File: config.mk
export PLATFORM = sky130hd
export DESIGN_NAME = gpio_input_port
export DESIGN_NICKNAME = d
export VERILOG_FILES = /design/src/rtl/gpio_input_port.sv
export SDC_FILE = /design/constraint.sdc
export NUM_CORES = 1
export LEC_CHECK = 0
export BUFFER_PORTS_ARGS = -buffer_cell sky130_fd_sc_hd__buf_2
export CAP_MARGIN = 10
export CORE_ASPECT_RATIO = 1.75
export CORE_MARGIN = 4
export CORE_UTILIZATION = 55
export DETAILED_ROUTE_END_ITERATION = 6
export GPL_TIMING_DRIVEN = 0
export PLACE_DENSITY = 0.73
export SLEW_MARGIN = 20
export SYNTH_ARGS = -nofsm -noshare
export SYNTH_HDL_FRONTEND = slang
export SYNTH_SLANG_ARGS = --single-unit
export TNS_END_PERCENT = 5
File: constraint.sdc
create_clock -name Clk -period 2.3 [get_ports Clk]
set_clock_uncertainty 0.15 [all_clocks]
set_input_delay 0.115 -clock Clk [delete_from_list [all_inputs] [get_ports Clk]]
set_output_delay 0.115 -clock Clk [all_outputs]
set_load 0.01 [all_outputs]
File: src/rtl/gpio_input_port.sv
// 32-bit GPIO input port with a two-flop synchronizer and word-wide debounce.
// It provides DATA, EDGE (rising-edge latch, write-1-to-clear), MASK and RAW registers and a masked interrupt.
module gpio_input_port #(
    parameter int unsigned DEBOUNCE_CYCLES = 4,
    parameter int unsigned CNT_W           = 8
) (
    input  logic        Clk,
    input  logic        Reset,
    input  logic [31:0] gpio_in,
    input  logic [1:0]  Addr,
    input  logic        RdEn,
    input  logic        WrEn,
    input  logic [31:0] WrData,
    output logic [31:0] RdData,
    output logic        RdValid,
    output logic        Irq
);

    localparam int unsigned DW = 32;
    localparam logic [1:0] ADDR_DATA = 2'd0;
    localparam logic [1:0] ADDR_EDGE = 2'd1;
    localparam logic [1:0] ADDR_MASK = 2'd2;
    localparam logic [CNT_W-1:0] CNT_MAX = CNT_W'(DEBOUNCE_CYCLES - 1);

    logic [DW-1:0]    s1_q, s1_d;
    logic [DW-1:0]    s2_q, s2_d;
    logic [DW-1:0]    cand_q, cand_d;
    logic [CNT_W-1:0] cnt_q, cnt_d;
    logic [DW-1:0]    data_q, data_d;
    logic [DW-1:0]    edge_q, edge_d;
    logic [DW-1:0]    mask_q, mask_d;
    logic [DW-1:0]    rd_data_q, rd_data_d;
    logic             rd_valid_q, rd_valid_d;
    logic             irq_q, irq_d;

    // Next-state logic for synchronizer, debounce, register file and read port
    always_comb begin
        s1_d       = gpio_in;
        s2_d       = s1_q;
        cand_d     = cand_q;
        cnt_d      = cnt_q;
        data_d     = data_q;
        edge_d     = edge_q;
        mask_d     = mask_q;
        rd_data_d  = rd_data_q;
        rd_valid_d = RdEn;
        irq_d      = |(edge_q & mask_q);

        // Any difference restarts the count; a full stable window commits the candidate
        if (s2_q != cand_q) begin
            cand_d = s2_q;
            cnt_d  = '0;
        end else if (cnt_q < CNT_MAX) begin
            cnt_d = cnt_q + CNT_W'(1);
        end else begin
            data_d = cand_q;
        end

        if (WrEn) begin
            case (Addr)
                ADDR_EDGE: edge_d = edge_q & ~WrData;
                ADDR_MASK: mask_d = WrData;
                default:   ;
            endcase
        end
        // Applied after the clear so a simultaneous new rising edge survives
        edge_d = edge_d | (data_d & ~data_q);

        if (RdEn) begin
            case (Addr)
                ADDR_DATA: rd_data_d = data_q;
                ADDR_EDGE: rd_data_d = edge_q;
                ADDR_MASK: rd_data_d = mask_q;
                default:   rd_data_d = s2_q;
            endcase
        end
    end

    always_ff @(posedge Clk) begin
        if (!Reset) begin
            s1_q       <= '0;
            s2_q       <= '0;
            cand_q     <= '0;
            cnt_q      <= '0;
            data_q     <= '0;
            edge_q     <= '0;
            mask_q     <= '0;
            rd_data_q  <= '0;
            rd_valid_q <= 1'b0;
            irq_q      <= 1'b0;
        end else begin
            s1_q       <= s1_d;
            s2_q       <= s2_d;
            cand_q     <= cand_d;
            cnt_q      <= cnt_d;
            data_q     <= data_d;
            edge_q     <= edge_d;
            mask_q     <= mask_d;
            rd_data_q  <= rd_data_d;
            rd_valid_q <= rd_valid_d;
            irq_q      <= irq_d;
        end
    end

    assign RdData  = rd_data_q;
    assign RdValid = rd_valid_q;
    assign Irq     = irq_q;

endmodule

==> impl_metrics.json <==
{
  "crit_arrival_ns": 2.57,
  "cts-htree-levels": 1,
  "tightest_slew_ns": 0.8723,
  "synth_cells": 861,
  "grt_max_degree": 16,
  "synth_area_um2": 9051,
  "overflow": 0,
  "grt_pass1_wl_um": 39640,
  "min_period_over_period": 0.9874,
  "clock_power_share": 0.444,
  "ant_nets": 0,
  "p_comb_frac": 0.069,
  "avgRoutedWirePerCell_um": 20.18,
  "die_h_um": 177.7,
  "clockBufferDepth": 3,
  "ys_warn_count": 0,
  "switchingPower_mw": 1.935,
  "power.density_nw_per_um2": 767.3,
  "antennaDiodeCount": 0,
  "cpMostUsedCell": "buf_4",
  "design.core.area_um2": 16030,
  "timing.fmax_mhz": 440.3,
  "fin_setup_tns_ns": 0,
  "setup_violations": 0,
  "path_cells": "xor2_1, nor4_1, nand4_1, buf_4, nor3b_4, buf_4, buf_2, buf_6, a32o_1",
  "cts_tree": "yes",
  "drv_slew": 0,
  "die-area_um2": 18650,
  "slew_headroom": 0.4185,
  "antenna_found_initial": 0,
  "min_period_ns": 2.271,
  "path_max_fanout": 10,
  "drive_above_1_share": 0.1765,
  "drt_iter0_drc": 547,
  "maxCapViolCount": 0,
  "switching_share": 0.2236,
  "clkTransAtPathRegs_ns": 0.07,
  "p_seq_frac": 0.487,
  "wl_um": 25430,
  "post-place-cells": 1149,
  "clock_latency_ns": 0.50,
  "pin_count": 104,
  "dp_hpwl_um": 17910,
  "area_growth_pct": 24.56,
  "synth_fp_nets": 932,
  "fin_cells": 1260,
  "cts_buffers": 22,
  "ys_types": 26,
  "io_buffers": 99,
  "fin_area_um2": 11270,
  "synth-seq-cells": 234,
  "num_rows": 61,
  "final_cell_mix": "dfxtp_1, nand2_1, buf_2, and2_1, dlygate4sd3_1",
  "cp_slowest_stage_delay_ns": 0.44,
  "worstSetupPathType": "flop to flop",
  "syn_area_per_cell_um2": 10.51,
  "vias": 7223,
  "grt.total_usage": 0.2730,
  "yosysSeqAreaShare": 0.5176,
  "grt_pass1_vias": 7216,
  "viasPerCell": 5.733,
  "hp-class": "primary input to flop",
  "place_area_um2": 9783,
  "cts_sinks": 234,
  "worstSetupStartpointType": "flop",
  "p_int_mw": 6.716,
  "power.leakage_nw": 4.578,
  "worstSetupEndpointType": "flop",
  "fp.dieW_um": 105.0,
  "cts_root_buffer": "clkbuf_16",
  "remaining_drc_errors": 0,
  "finalHoldViolCount": 0,
  "start_util": 0.5647,
  "dr.pass1.iters": 5,
  "ir_drop_uv": 731.5,
  "crit_slowest_cell": "dfxtp_1",
  "status": "finished clean",
  "gp_congestion": 0.9151,
  "fin_nets": 1127,
  "mostFrequentLayoutCell": "dfxtp_1",
  "crit_required_ns": 2.60
}
-- path summary, 6_finish.rpt --
| check | slack, ns | cells after the start | from | to |
|---|---|---|---|---|
| min reg2reg | 0.28 | 1 | s1_q[17] | s2_q[17] |
| max | 0.03 | 9 | s2_q[10] | edge_q[9] |
| max reg2reg | 0.03 | 9 | s2_q[10] | edge_q[9] |
| min | 0.12 | 4 | Addr[0] | RdData[31] |
-- synth_stat cells --
cell type  instances  area [um2]
a21oi_1           32       160.2
a221oi_1           4       35.03
a22o_1             4       35.03
a22oi_1            8       60.06
a32o_1            32       320.3
and2_1           103       644.4
and3b_1            1       8.760
buf_1              5       18.77
buf_12             3       60.06
buf_2              4       20.02
buf_6              4       45.04
clkbuf_1          46       172.7
dfxtp_1          234        4684
ha_1               1       12.51
inv_2              1       3.750
mux2i_1           65       650.6
mux4_2            32       720.7
nand2_1          162       608.1
nand4_1            5       31.28
nor2_1            34       127.6
nor3_1             3       15.01
nor3b_1           32       240.2
nor3b_2            1       12.51
nor4_1            11       68.82
or2_2              1       6.260
xor2_1            33       289.0
-- metrics by stage --
stage | hold slack, ns | power [mW] | util | worst slack [ns]
finish | 0.1200 | 8.651 | 0.7034 | 0.02897
global route | 0.1716 | 8.924 | 0.7034 | -0.05697
CTS | 0.1079 | 8.678 | 0.7004 | 0.01603
detailed placement | 0.1731 | 4.795 | 0.6104 | 0.04083
global placement | 0.1705 | 4.790 | 0.6104 | 0.06976
floorplan | 0.09229 | 4.572 | - | 0.4729
-- area by class of cell --
class	count	area (um2)
multi-input combinational	564	4059
clock buffer	29	638.1
sequential	234	4686
buffer	62	316.6
fill	1216	4753
clock inverter	10	133.9
timing repair buffer	171	1201
tap	189	236.5
inverter	1	3.754
-- cells by family after synthesis --
group / after synthesis / share of synthesized area
muxes: 97 / 0.1515
buffers and inverters: 63 / 0.03539
DFF: 234 / 0.5176
adders and majority gates: 1 / 0.001382
and+or+nand+nor: 353 / 0.1948
xor gates and xnor gates: 33 / 0.03193
AOI/OAI and AO/OA: 80 / 0.06746
-- state kept, by name, summed over array words and instances, names as in the netlist, 8 cells and up --
register / flops
RdData: 32
cand_q: 32
data_q: 32
edge_q: 32
mask_q: 32
s1_q: 32
s2_q: 32
cnt_q: 8
-- power groups by stage --
stage,logic (mW),registers [mW],clock network [mW]
finish,0.594,4.21,3.84
global placement,0.490,4.30,0
global route,0.641,4.22,4.06
CTS,0.582,4.21,3.89
floorplan,0.292,4.28,0
detailed placement,0.492,4.30,0
-- repair_timing --
| item | in CTS | in global routing |
|---|---|---|
| hold buffers | 67 | 0 |
| resized for setup | 0 | 3 |
| buffers inserted | 0 | 4 |
| endpoints found under the hold margin | 99 | 0 |
| endpoints found under the setup margin | 0 | 66 |
-- metal layers --
metal  GRT usage  up-vias  wire length [um]
met5           0        -                 0
met1      0.3213     3459              9430
li1            -     3351                 -
met3     0.03422       92              1670
met2      0.4783      321             12720
met4      0.1549        0              1605
-- worst max-delay path: cells and delay by family, from the launching register on --
kind	cells	cell delay, ns
buf+inv	4	0.69
xor+xnor	1	0.15
compound gates	1	0.14
flops	1	0.44
simple gates	3	0.63
No activity file was read; power rests on OpenSTA's default activity.
